File: src/rtl/dbg_state_dumper_if.sv
// Dump stream port of the debug state dumper: one 32-bit word per valid/ready handshake,
// classified by a 2-bit tag and terminated by a last flag.
interface dbg_state_dumper_if;
  logic        out_valid_o;
  logic        out_ready_i;
  logic [31:0] out_data_o;
  logic [1:0]  out_tag_o;
  logic        out_last_o;

  modport master (
    output out_valid_o,
    output out_data_o,
    output out_tag_o,
    output out_last_o,
    input  out_ready_i
  );

  modport slave (
    input  out_valid_o,
    input  out_data_o,
    input  out_tag_o,
    input  out_last_o,
    output out_ready_i
  );
endinterface

File: src/rtl/dbg_state_dumper.sv
// Debug readout unit: live cycle/stall/flush counters plus an on-request stream of frozen
// counter snapshots, all architectural registers and the first data-memory words.
module dbg_state_dumper #(
  parameter int NUM_REGS      = 32,
  parameter int NUM_MEM_WORDS = 8,
  parameter int CNT_W         = 32
) (
  input  logic                 clk_i,
  input  logic                 rst_i,
  input  logic                 stall_i,
  input  logic                 flush_i,
  input  logic                 dump_req_i,
  output logic                 busy_o,
  output logic [4:0]           reg_addr_o,
  input  logic [31:0]          reg_data_i,
  output logic [31:0]          mem_addr_o,
  input  logic [31:0]          mem_data_i,
  dbg_state_dumper_if.master   dump_if,
  output logic [CNT_W-1:0]     cycle_cnt_o,
  output logic [CNT_W-1:0]     stall_cnt_o,
  output logic [CNT_W-1:0]     flush_cnt_o
);

  localparam int IDX_MAX = (NUM_REGS > NUM_MEM_WORDS) ? NUM_REGS : NUM_MEM_WORDS;
  localparam int IDX_W   = $clog2(IDX_MAX + 1);

  typedef enum logic [1:0] {
    ST_IDLE = 2'd0,
    ST_CNT  = 2'd1,
    ST_REG  = 2'd2,
    ST_MEM  = 2'd3
  } state_t;

  typedef struct packed {
    state_t           st;
    logic [IDX_W-1:0] idx;
  } pos_t;

  // Position of the word that follows p in the dump order; the last memory word wraps to IDLE.
  function automatic pos_t pos_next(input pos_t p);
    pos_t n;
    n.st  = ST_IDLE;
    n.idx = '0;
    case (p.st)
      ST_IDLE: n.st = ST_CNT;
      ST_CNT: begin
        if (p.idx == IDX_W'(2)) begin
          n.st = ST_REG;
        end else begin
          n.st  = ST_CNT;
          n.idx = p.idx + IDX_W'(1);
        end
      end
      ST_REG: begin
        if (p.idx == IDX_W'(NUM_REGS - 1)) begin
          n.st = ST_MEM;
        end else begin
          n.st  = ST_REG;
          n.idx = p.idx + IDX_W'(1);
        end
      end
      ST_MEM: begin
        if (p.idx != IDX_W'(NUM_MEM_WORDS - 1)) begin
          n.st  = ST_MEM;
          n.idx = p.idx + IDX_W'(1);
        end else begin
          n.st = ST_IDLE;
        end
      end
      default: n.st = ST_IDLE;
    endcase
    return n;
  endfunction

  state_t             state_r;
  logic [IDX_W-1:0]   idx_r;
  logic               valid_r;
  logic               busy_r;
  logic               last_r;
  logic [31:0]        data_r;
  logic [1:0]         tag_r;
  logic [4:0]         reg_addr_r;
  logic [31:0]        mem_addr_r;
  logic [CNT_W-1:0]   cycle_cnt_r;
  logic [CNT_W-1:0]   stall_cnt_r;
  logic [CNT_W-1:0]   flush_cnt_r;
  logic [CNT_W-1:0]   snap_stall_r;
  logic [CNT_W-1:0]   snap_flush_r;

  pos_t               cur_s;
  pos_t               nxt_s;
  pos_t               fol_s;
  logic [31:0]        word_s;
  logic [1:0]         tag_s;
  logic               nxt_last_s;
  logic               advance_s;

  // nxt_s is the word to load at the next advance; fol_s is the one after it, whose
  // address must be presented so its read data is ready when it gets loaded.
  assign cur_s      = '{st: state_r, idx: idx_r};
  assign nxt_s      = pos_next(cur_s);
  assign fol_s      = pos_next(nxt_s);
  assign nxt_last_s = (nxt_s.st == ST_MEM) && (nxt_s.idx == IDX_W'(NUM_MEM_WORDS - 1));
  assign advance_s  = (state_r == ST_IDLE) ? dump_req_i : (valid_r && dump_if.out_ready_i);

  // Select the word and tag for the next load. CNT index 0 is only ever reached from IDLE,
  // so it takes the live cycle counter, which is exactly its pre-increment snapshot.
  always_comb begin
    word_s = 32'd0;
    tag_s  = 2'd0;
    case (nxt_s.st)
      ST_CNT: begin
        tag_s = 2'd0;
        case (nxt_s.idx)
          IDX_W'(0): word_s = 32'(cycle_cnt_r);
          IDX_W'(1): word_s = 32'(snap_stall_r);
          default:   word_s = 32'(snap_flush_r);
        endcase
      end
      ST_REG: begin
        tag_s  = 2'd1;
        word_s = reg_data_i;
      end
      ST_MEM: begin
        tag_s  = 2'd2;
        word_s = mem_data_i;
      end
      default: begin
        tag_s  = 2'd0;
        word_s = 32'd0;
      end
    endcase
  end

  // Performance counters, dump sequencer and the registered output word.
  always_ff @(posedge clk_i or posedge rst_i) begin
    if (rst_i) begin
      state_r      <= ST_IDLE;
      idx_r        <= '0;
      valid_r      <= 1'b0;
      busy_r       <= 1'b0;
      last_r       <= 1'b0;
      data_r       <= 32'd0;
      tag_r        <= 2'd0;
      reg_addr_r   <= 5'd0;
      mem_addr_r   <= 32'd0;
      cycle_cnt_r  <= '0;
      stall_cnt_r  <= '0;
      flush_cnt_r  <= '0;
      snap_stall_r <= '0;
      snap_flush_r <= '0;
    end else begin
      cycle_cnt_r <= cycle_cnt_r + CNT_W'(1);
      stall_cnt_r <= stall_cnt_r + CNT_W'(stall_i && !flush_i);
      flush_cnt_r <= flush_cnt_r + CNT_W'(flush_i);
      if (advance_s) begin
        if (state_r == ST_IDLE) begin
          snap_stall_r <= stall_cnt_r;
          snap_flush_r <= flush_cnt_r;
        end
        if (last_r) begin
          state_r    <= ST_IDLE;
          idx_r      <= '0;
          valid_r    <= 1'b0;
          busy_r     <= 1'b0;
          last_r     <= 1'b0;
          reg_addr_r <= 5'd0;
          mem_addr_r <= 32'd0;
        end else begin
          state_r    <= nxt_s.st;
          idx_r      <= nxt_s.idx;
          valid_r    <= 1'b1;
          busy_r     <= 1'b1;
          last_r     <= nxt_last_s;
          data_r     <= word_s;
          tag_r      <= tag_s;
          reg_addr_r <= (fol_s.st == ST_REG) ? 5'(fol_s.idx) : 5'd0;
          mem_addr_r <= (fol_s.st == ST_MEM) ? 32'({fol_s.idx, 2'b00}) : 32'd0;
        end
      end
    end
  end

  assign busy_o              = busy_r;
  assign reg_addr_o          = reg_addr_r;
  assign mem_addr_o          = mem_addr_r;
  assign dump_if.out_valid_o = valid_r;
  assign dump_if.out_data_o  = data_r;
  assign dump_if.out_tag_o   = tag_r;
  assign dump_if.out_last_o  = last_r;
  assign cycle_cnt_o         = cycle_cnt_r;
  assign stall_cnt_o         = stall_cnt_r;
  assign flush_cnt_o         = flush_cnt_r;

endmodule

File: src/flat_wrapper.sv
// flat-port wrapper written by rule: the top's interface ports become plain ports
module dbg_state_dumper_flat 
#(
  parameter int NUM_REGS      = 32,
  parameter int NUM_MEM_WORDS = 8,
  parameter int CNT_W         = 32
)
  (clk_i, rst_i, stall_i, flush_i, dump_req_i, busy_o, reg_addr_o, reg_data_i, mem_addr_o, mem_data_i, cycle_cnt_o, stall_cnt_o, flush_cnt_o, dump_if_out_valid_o, dump_if_out_data_o, dump_if_out_tag_o, dump_if_out_last_o, dump_if_out_ready_i);
  dbg_state_dumper_if dump_if_i ();
  input  logic clk_i;
  input  logic rst_i;
  input  logic stall_i;
  input  logic flush_i;
  input  logic dump_req_i;
  output logic busy_o;
  output logic [4:0] reg_addr_o;
  input  logic [31:0] reg_data_i;
  output logic [31:0] mem_addr_o;
  input  logic [31:0] mem_data_i;
  output logic [CNT_W-1:0] cycle_cnt_o;
  output logic [CNT_W-1:0] stall_cnt_o;
  output logic [CNT_W-1:0] flush_cnt_o;
  output wire logic [$bits(dump_if_i.out_valid_o)-1:0] dump_if_out_valid_o;
  output wire logic [$bits(dump_if_i.out_data_o)-1:0] dump_if_out_data_o;
  output wire logic [$bits(dump_if_i.out_tag_o)-1:0] dump_if_out_tag_o;
  output wire logic [$bits(dump_if_i.out_last_o)-1:0] dump_if_out_last_o;
  input wire logic [$bits(dump_if_i.out_ready_i)-1:0] dump_if_out_ready_i;
  assign dump_if_out_valid_o = dump_if_i.out_valid_o;
  assign dump_if_out_data_o = dump_if_i.out_data_o;
  assign dump_if_out_tag_o = dump_if_i.out_tag_o;
  assign dump_if_out_last_o = dump_if_i.out_last_o;
  assign dump_if_i.out_ready_i = dump_if_out_ready_i;
  dbg_state_dumper #(.NUM_REGS(NUM_REGS), .NUM_MEM_WORDS(NUM_MEM_WORDS), .CNT_W(CNT_W)) u_core (.clk_i(clk_i), .rst_i(rst_i), .stall_i(stall_i), .flush_i(flush_i), .dump_req_i(dump_req_i), .busy_o(busy_o), .reg_addr_o(reg_addr_o), .reg_data_i(reg_data_i), .mem_addr_o(mem_addr_o), .mem_data_i(mem_data_i), .dump_if(dump_if_i), .cycle_cnt_o(cycle_cnt_o), .stall_cnt_o(stall_cnt_o), .flush_cnt_o(flush_cnt_o));
endmodule
File: config.mk
export PLATFORM = sky130hd
export DESIGN_NAME = dbg_state_dumper_flat
export DESIGN_NICKNAME = d
export VERILOG_FILES = /design/src/rtl/dbg_state_dumper_if.sv /design/src/rtl/dbg_state_dumper.sv /design/src/flat_wrapper.sv
export SDC_FILE = /design/constraint.sdc
export NUM_CORES = 1
export LEC_CHECK = 0
export ABC_AREA = 0
export ABC_CLOCK_PERIOD_IN_PS = 7800
export CORE_MARGIN = 2
export CORE_UTILIZATION = 44
export DETAILED_ROUTE_END_ITERATION = 12
export GPL_TIMING_DRIVEN = 1
export PLACE_DENSITY_LB_ADDON = 0.05
export SLEW_MARGIN = 20
export SYNTH_ARGS = -nofsm -noshare
export SYNTH_HDL_FRONTEND = slang
export SYNTH_SLANG_ARGS = --single-unit
File: constraint.sdc
create_clock -name clk_i -period 7.8 [get_ports clk_i]
set_input_delay 1.17 -clock clk_i [delete_from_list [all_inputs] [get_ports clk_i]]
set_output_delay 1.17 -clock clk_i [all_outputs]
set_load 0.05 [all_outputs]
**Word-level counts from Yosys, hierarchy flattened**

Cells that the tools add are included.

- Bits in registers: 241
- Bits in latches: 0
- Bits in writable memories: 0
- Bits in read-only memories: 0
- Input port bits: 70
- Memories kept: 0

- Add/sub/neg operators: 5
- Multipliers: 0
- Divide/modulo/power cells: 0
- Magnitude comparators: 0
- Equal/unequal tests: 16
- Shifts and indexed selects: 0
- Mux-type cells: 28
- Bitwise gates (word level): 1
- Reductions and logical operators: 9

Operators with widths:

| operator | count |
|---|---|
| 32-bit one-hot mux with 3 select lines | 1 |
| 32-bit by 1-bit adder with 32-bit output | 2 |
| 32-bit one-hot mux with 2 select lines | 1 |
| 6-bit two-way mux | 7 |
| 6-bit one-hot mux with 3 select lines | 2 |
| 32-bit by 1-bit adder with 32-bit output, second input constant | 1 |
| 32-bit two-way mux | 1 |
| 2-bit one-hot mux with 4 select lines | 2 |
| 6-bit by 1-bit adder with 6-bit output, second input constant | 2 |
| 2-bit == test, second input constant | 6 |
| 6-bit by 2-bit == test with 1-bit output, second input constant | 2 |
| 6-bit by 5-bit == test with 1-bit output, second input constant | 2 |
| 6-bit by 3-bit inequality test with 1-bit output, second input constant | 2 |
| 2-bit two-way mux | 5 |
| 5-bit two-way mux | 2 |
| 8-bit two-way mux | 1 |
| 6-bit by 1-bit == test with 1-bit output, second input constant | 1 |
| 6-bit by 3-bit == test with 1-bit output, second input constant | 1 |
| 6-bit logical NOT | 1 |
| 1-bit two-way mux | 5 |
| 2-bit by 1-bit == test with 1-bit output, second input constant | 2 |
| 2-bit logical NOT | 2 |
| 2-bit one-hot mux with 2 select lines | 1 |
| 2-bit AND reduction | 2 |
| other kinds (3) | 5 |

**Logic depth before layout (Yosys ltp)**

Gate-level depths: netlist of run 1.

- Depth after elaboration: 9
- Gate-level depth with buffers: 14
- Gate-level depth less buffers: 13

**Least setup slack after synthesis of run 1**

No wires, ideal clock.

- Path kind: register to register
- Start: register u_core.idx_r[0]
- End: register u_core.reg_addr_r[1], in the netlist u_core.reg_addr_o[1]
- Arrival: 2.957 ns
- Slack: 4.732 ns
- Cell stages (with the launch flop): 13
- Buffers on the path: 0
- Period minus slack after synthesis: 3.068 ns
- Cell sequence: dfrtp_1 > ha_1 > and3_1 > o211ai_1 > nand3_1 > nor2_1 > ha_1 > nand2_1 > a211oi_1 > or2_2 > a21boi_1 > a21o_1 > o41ai_1

- Word-level cells in the longest chain between the ends: 9

Ends and longest elaborated chain:

| what | RTL line | text |
|---|---|---|
| start, declared | dbg_state_dumper.sv:76 | `logic [IDX_W-1:0] idx_r;` |
| start signal, assigned | dbg_state_dumper.sv:171 | `idx_r <= nxt_s.idx;` |
| branches (longest 7 deep; another with 6-bit by 1-bit adder with 6-bit output) | n/a |  |
| 5-bit two-way mux * | dbg_state_dumper.sv:177 | `reg_addr_r <= (fol_s.st == ST_REG) ? 5'(fol_s.idx) : 5'd0;` |
| 5-bit two-way mux * | dbg_state_dumper.sv:161 | `if (last_r) begin` |
| end signal, assigned | dbg_state_dumper.sv:177 |  |
| end, declared | dbg_state_dumper.sv:82 | `logic [4:0] reg_addr_r;` |

Mark *: on every way between the ends.
A chain may end at the register's enable or synchronous reset.

**Worst setup path after layout of run 1**

- Start: input port dump_req_i
- End: register u_core.data_r[4], in the netlist u_core.dump_if.out_data_o[4]

- Word-level cells in the longest chain between the ends: 2

Ends and longest elaborated chain:

| what | RTL line | text |
|---|---|---|
| start, declared | flat_wrapper.sv:14 | `input logic dump_req_i;` |
| 1-bit two-way mux | dbg_state_dumper.sv:104 | `assign advance_s = (state_r == ST_IDLE) ? dump_req_i : (valid_r && dump_if.out_ready_i);` |
| 2-bit AND reduction (no source line) | n/a |  |
| end signal, assigned | dbg_state_dumper.sv:175 | `data_r <= word_s;` |
| end, declared | dbg_state_dumper.sv:80 | `logic [31:0] data_r;` |

Every way passes these cells.

==> results.sh, run 1 <==
export IMPL_synthArstFlopShare=1.00
export IMPL_drt_iter0_markers=563
export IMPL_ys_top_cells_by_area="dfrtp_1, mux2_2, xnor2_1, a22oi_1, a221o_1"
export IMPL_cts_buffer_depth=3
export IMPL_grt_pass1_vias=7514
export IMPL_cp_max_fo=65
export IMPL_multi_input_area_um2=4390
export IMPL_num_rows=55
export IMPL_hp_class="reg -> reg"
export IMPL_syn_inst=891
export IMPL_synth_mux_area_frac=0.0722
export IMPL_syn_area_per_cell_um2=11.4
export IMPL_ys_seq_area_frac=0.531
export IMPL_rrSetupSlack_ns=4.11
export IMPL_synth_area_um2=10100
export IMPL_wirelength_um=27200
export IMPL_remaining_drc_errors=0
export IMPL_cts_resized=0
export IMPL_synth_edf_count=0
export IMPL_drive_above_1_share=0.114
export IMPL_clkPwrFrac=0.273
export IMPL_die_width_um=156
export IMPL_finalSetupViolCount=0
export IMPL_synth_fa_ha_area_frac=0.0136
export IMPL_synth_xor_xnor_area_share=0.0848
export IMPL_hpwlAfterDp_um=19300
export IMPL_areaGrowthSynthToFinish_pct=30.9
export IMPL_netlist_area_leader_share=0.531
export IMPL_pwr_share_seq=0.327
export IMPL_coreArea_um2=22600
export IMPL_cts_sinks=215
export IMPL_period_minus_slack_ns=3.92
export IMPL_vias=7612
export IMPL_synth_compound_area_frac=0.129
export IMPL_worst_ir_drop_vdd_mv=0.225
export IMPL_slew_violations=0
export IMPL_synth_cell_types=49
export IMPL_die_area_um2=24200
export IMPL_numCtsBuffers=24
export IMPL_powerDensity_nw_per_um2=340
export IMPL_port_buffers=213
export IMPL_tightest_slew_ns=1.02
export IMPL_fillCellCount=1921
export IMPL_post_route_period_util=0.502
export IMPL_critPathRequiredTime_ns=8.25
export IMPL_die_h_um=156
export IMPL_final_nets=1171
export IMPL_worst_setup_path_type="in -> reg"
export IMPL_hold_viol_final=0
export IMPL_yosys_area_share_simple=0.124
export IMPL_p_int_mw=2.66
export IMPL_wl_per_cell_um=19.6
export IMPL_p_comb_frac=0.400
export IMPL_ys_top_cells_by_count="dfrtp_1, xnor2_1, a22oi_1, mux2_2, nand2_1"
export IMPL_maxCapViolCount=0
export IMPL_h_tree_depth=1
export IMPL_ios=240
export IMPL_cts_root_buf="clkbuf_16"
export IMPL_yosysWarnings=0
export IMPL_initial_core_util=0.447
export IMPL_fin_area_um2=13300
export IMPL_hold_buffers=0
export IMPL_synth_top_family_by_area="compound AO/OA/AOI/OAI gates"
export IMPL_antenna_found_initial=0
export IMPL_gp_congestion=0.836
export IMPL_yosysMostFrequentCell="dfrtp_1"
export IMPL_fmax_ghz=0.255
export IMPL_post_cts_buffers=0
export IMPL_maxSlewHeadroom=0.321
export IMPL_path_clk_slew_ns=0.06
export IMPL_cts_tree="built"
export IMPL_antenna_left=0
export IMPL_startpoint_type="input port"
export IMPL_viasPerCell=5.47
export IMPL_worstSetupEndpointType="flip-flop"
export IMPL_grt_pass1_wl_um=43400
export IMPL_synth_area_leader_cell="dfrtp_1"
export IMPL_netSwitchingPower_mw=1.85
export IMPL_final_util=0.585
export IMPL_insertedDiodeCount=0
export IMPL_leakage_nw=5.83
export IMPL_dr_pass1_iters=5
export IMPL_synthFlopType="dfrtp_1"
export IMPL_rsz0062_at_grt="no"
export IMPL_outcome="completed"
export IMPL_postPlaceCellArea_um2=12400
export IMPL_fin_tns_setup_ns=0
export IMPL_regArea_um2=5380
export IMPL_clock_latency_ns=0.51
export IMPL_cp_arrival_ns=4.36
export IMPL_overflow=0
export IMPL_finalClockSkew_ns=0.0105
export IMPL_synth_seq_cells=215
export IMPL_grt_max_degree=139
export IMPL_swShare=0.410
export IMPL_grt_total_usage=0.227
[worst max-delay path: stages]
cell	delay, ns
clkdlybuf4s50_1	0.44
nor3b_2	0.15
buf_4	0.72
a31oi_1	0.08
buf_4	0.25
nor2_1	0.21
and2_1	0.17
buf_4	0.36
and3_1	0.22
buf_4	0.34
a221o_1	0.23
[layer usage]
metal | global-route usage | up-vias | wire, um
li1 | - | 3564 | -
met4 | 0.0620 | 0 | 643
met1 | 0.343 | 3808 | 13100
met3 | 0.0375 | 44 | 1230
met2 | 0.340 | 196 | 12200
met5 | 0 | - | 0
[cell families (layout without fill, tap and decap cells)]
logic type | after synthesis | count (layout)
adder cells (fa/ha/maj) | 11 | 11
flip-flops | 215 | 215
AO/OA/AOI/OAI | 173 | 173
other | 1 | 26
buffers and inverters | 85 | 276
XOR/XNOR | 98 | 98
multiplexers | 65 | 65
AND/OR/NAND/NOR | 243 | 243
[state kept, by name, summed over array words and instances, names as in the netlist]
signal / cells
u_core.snap_flush_r: 32
u_core.state_r: 2
u_core.mem_addr_o: 6
u_core.dump_if.out_data_o: 32
u_core.snap_stall_r: 32
u_core.dump_if.out_valid_o: 1
u_core.stall_cnt_o: 32
u_core.cycle_cnt_o: 32
u_core.dump_if.out_tag_o: 2
u_core.reg_addr_o: 5
u_core.idx_r: 6
u_core.dump_if.out_last_o: 1
u_core.flush_cnt_o: 32
[area by class of cell]
class	count	area share
clock buffer	32	0.0537
clock inverter	11	0.0124
inverter	11	0.00368
multi-input combinational	616	0.332
sequential	215	0.406
tap	285	0.0269
timing repair buffer	222	0.166
[stage by stage]
stage | std cells | worst slack (ns) | hold WS [ns] | power (mW)
2_1_floorplan | 916 | 0.751 | 0.475 | 2.69
3_3_place_gp | 1349 | 3.43 | 0.480 | 3.28
3_5_place_dp | 1349 | 3.35 | 0.479 | 3.29
4_1_cts | 1392 | 3.88 | 0.493 | 4.54
5_1_grt | 1392 | 3.62 | 0.505 | 4.72
6_report | 1392 | 3.88 | 0.488 | 4.51
[power by group through the flow]
| stage | combinational (mW) | clock, mW | sequential (mW) |
|---|---|---|---|
| 2_1_floorplan | 0.829 | 0 | 1.86 |
| 3_3_place_gp | 1.79 | 0 | 1.49 |
| 3_5_place_dp | 1.81 | 0 | 1.48 |
| 4_1_cts | 1.81 | 1.26 | 1.47 |
| 5_1_grt | 1.92 | 1.31 | 1.49 |
| 6_report | 1.80 | 1.23 | 1.47 |
[cell usage in the layout (no fill, tap or decap), types with 9 or more instances in the layout]
| master | n |
|---|---|
| nor2_1 | 37 |
| clkbuf_16 | 25 |
| ha_1 | 11 |
| mux2_2 | 64 |
| nand3_1 | 42 |
| inv_1 | 10 |
| a221o_1 | 32 |
| buf_4 | 9 |
| xnor2_1 | 69 |
| clkdlybuf4s50_1 | 213 |
| and4_1 | 9 |
| a22oi_1 | 64 |
| nand4_1 | 21 |
| and3_1 | 18 |
| xor2_1 | 29 |
| o21ai_0 | 42 |
| conb_1 | 26 |
| and2_1 | 35 |
| dfrtp_1 | 215 |
| nand2_1 | 61 |
[path summary, 6_finish.rpt]
check | to | from | cells past startpoint
setup / recovery | u_core.dump_if.out_data_o[4] | dump_req_i | 11
hold / removal | u_core.reg_addr_o[4] | u_core.reg_addr_o[4] | 2
setup reg to reg | u_core.reg_addr_o[1] | u_core.idx_r[0] | 12
hold reg to reg | u_core.reg_addr_o[4] | u_core.reg_addr_o[4] | 2
max in group asynchronous | u_core.cycle_cnt_o[3] | rst_i | 3
min in group asynchronous | u_core.flush_cnt_o[6] | rst_i | 2
(Power assumes the default switching activity.)
==> inputs of run 2 (changes only) <==
ABC_CLOCK_PERIOD_IN_PS = 3340   (was 7800)
clock period = 3.34 ns   (was 7.8 ns; I/O delays follow)
==> results.sh, run 2 (synthesized netlist as in run 1, its figures left out) <==
export IMPL_outcome="completed"
export IMPL_final_cells=1412
export IMPL_final_nets=1189
export IMPL_leakage_nw=5.93
export IMPL_wirelength_um=27800
export IMPL_maxSlewHeadroom=0.414
export IMPL_netSwitchingPower_mw=4.36
export IMPL_swShare=0.407
export IMPL_drive_above_1_share=0.136
export IMPL_hold_buffers=0
export IMPL_final_common_cell="dfrtp_1"
export IMPL_hold_viol_final=0
export IMPL_regArea_um2=5380
export IMPL_wl_met2_um=12300
export IMPL_h_tree_depth=1
export IMPL_antenna_found_initial=1
export IMPL_hp_class="in -> async"
export IMPL_ios=240
export IMPL_p_comb_frac=0.420
export IMPL_initial_core_util=0.447
export IMPL_dr_wl_met3_um=1430
export IMPL_grt_max_degree=108
export IMPL_cp_cell_sequence="inv_1, ha_1, nor3b_2, o211ai_1, nand3_2, nor2_2, ha_1, nand2_1, a211oi_1, or2_2, a21boi_1, a21o_1, o41ai_1"
export IMPL_cts_tree="built"
export IMPL_startpoint_type="flip-flop"
export IMPL_finalSetupViolCount=0
export IMPL_multi_input_area_um2=4440
export IMPL_rrSetupSlack_ns=0.23
export IMPL_drt_iter0_markers=490
export IMPL_critPathRequiredTime_ns=3.75
export IMPL_period_minus_slack_ns=3.11
export IMPL_cts_buffer_depth=3
export IMPL_cts_root_buf="clkbuf_16"
export IMPL_hpwlAfterDp_um=20000
export IMPL_clkPwrFrac=0.266
export IMPL_num_rows=55
export IMPL_critPathMostFrequentCell="ha_1"
export IMPL_remaining_drc_errors=0
export IMPL_finalClockSkew_ns=0.0167
export IMPL_critPathBufInv=1
export IMPL_cts_sinks=215
export IMPL_final_cell_mix="dfrtp_1, clkdlybuf4s50_1, xnor2_1"
export IMPL_die_h_um=156
export IMPL_pwr_share_seq=0.314
export IMPL_slowest_stage="dfrtp_2"
export IMPL_viasPerCell=5.42
export IMPL_setup_ws_ns=0.227
export IMPL_p_int_mw=6.35
export IMPL_maxCapViolCount=0
export IMPL_areaGrowthSynthToFinish_pct=33.2
export IMPL_die_width_um=156
export IMPL_numCtsBuffers=24
export IMPL_reg2reg_to="u_core.reg_addr_o[3]"
export IMPL_rr_startpoint="u_core.idx_r[0]"
export IMPL_fillCellCount=1947
export IMPL_worst_ir_drop_vdd_mv=0.438
export IMPL_fin_tns_setup_ns=0
export IMPL_dr_pass1_iters=5
export IMPL_worst_setup_path_type="reg -> reg"
export IMPL_fmax_ghz=0.321
export IMPL_vias=7655
export IMPL_dp_cells=1366
export IMPL_grt_pass1_wl_um=43200
export IMPL_cp_top_family="compound AO/OA/AOI/OAI gates"
export IMPL_port_buffers=213
export IMPL_path_clk_slew_ns=0.06
export IMPL_tightest_slew_ns=0.879
export IMPL_final_util=0.596
export IMPL_coreArea_um2=22600
export IMPL_top_layer_used="met4"
export IMPL_timing_hold_ws_ns=0.250
export IMPL_rsz0062_at_grt="no"
export IMPL_cp_max_fo=7
export IMPL_rr_worst_depth=13
export IMPL_gp_congestion=0.832
export IMPL_dpl_worst_slack_ns=-0.0361
export IMPL_worstSetupEndpointType="flip-flop"
export IMPL_antenna_left=0
export IMPL_slowest_delay_ns=0.42
export IMPL_slew_violations=0
export IMPL_die_area_um2=24200
export IMPL_met1_length_um=13600
export IMPL_cp_arrival_ns=3.52
export IMPL_post_route_period_util=0.932
export IMPL_powerDensity_nw_per_um2=795
export IMPL_grt_pass1_vias=7369
export IMPL_grt_total_usage=0.227
export IMPL_clock_latency_ns=0.52
export IMPL_overflow=0
export IMPL_wl_per_cell_um=19.7
## run 2: through the flow
stage,power (mW),instance area (um^2)
finish,10.7,13500
global route,11.2,13500
CTS,10.8,13400
detailed placement,7.88,12600
global placement,7.86,12600
floorplan,6.29,10200
## run 2: what timing repair did
action / in CTS / in global routing
pin swaps: 0 / 1
gates resized for setup: 1 / 8
buffers inserted: 0 / 1
endpoints found under the setup margin: 1 / 33
## run 2: power groups by stage
stage	logic (mW)	clock network (mW)	registers [mW]
6_report	4.50	2.86	3.36
5_1_grt	4.78	3.03	3.42
4_1_cts	4.49	2.92	3.37
3_5_place_dp	4.48	0	3.40
3_3_place_gp	4.46	0	3.40
2_1_floorplan	1.94	0	4.35
## run 2: area by class of cell
| cell class | count | share of cell area |
|---|---|---|
| diodes | 1 | 0.000186 |
| clock buffers | 31 | 0.0518 |
| clock inverters | 13 | 0.0126 |
| inverters | 11 | 0.00334 |
| multi-input cells | 616 | 0.329 |
| flip-flops and latches | 215 | 0.399 |
| well taps | 285 | 0.0264 |
| repair buffers | 240 | 0.178 |
## run 2: worst max path at each step
stage / slack [ns] / endpoint / startpoint / cells past startpoint
4_1_cts: 0.0008 / u_core.reg_addr_o[4] / u_core.idx_r[0] / 12
3_3_place_gp: 0.21 / u_core.reg_addr_o[3] / u_core.idx_r[0] / 12
5_1_grt: 0.03 / u_core.reg_addr_o[1] / u_core.idx_r[0] / 13
6_report: 0.23 / u_core.reg_addr_o[3] / u_core.idx_r[0] / 13
3_5_place_dp: -0.04 / u_core.reg_addr_o[4] / u_core.idx_r[0] / 12
2_1_floorplan: 0.04 / u_core.cycle_cnt_o[0] / rst_i / 1
## run 2: per-layer routing
metal  vias up  GRT usage
met5         -          0
met4         0     0.0502
met3        37     0.0400
met2       200      0.338
met1      3813      0.348
li1       3605          -
## run 2: worst register-to-register path: stages (launching register included)
cell      delay, ns
dfrtp_2        0.42
inv_1          0.06
ha_1           0.21
nor3b_2        0.19
o211ai_1       0.28
nand3_2        0.19
nor2_2         0.19
ha_1           0.23
nand2_1        0.07
a211oi_1       0.27
or2_2          0.19
a21boi_1       0.08
a21o_1         0.25
o41ai_1        0.38
==> inputs of run 3 (changes only) <==
SLEW_MARGIN = 0   (was 20)
==> results of run 3 <==
Same layout as run 2: the final DEF is identical, and so are final timing and power.
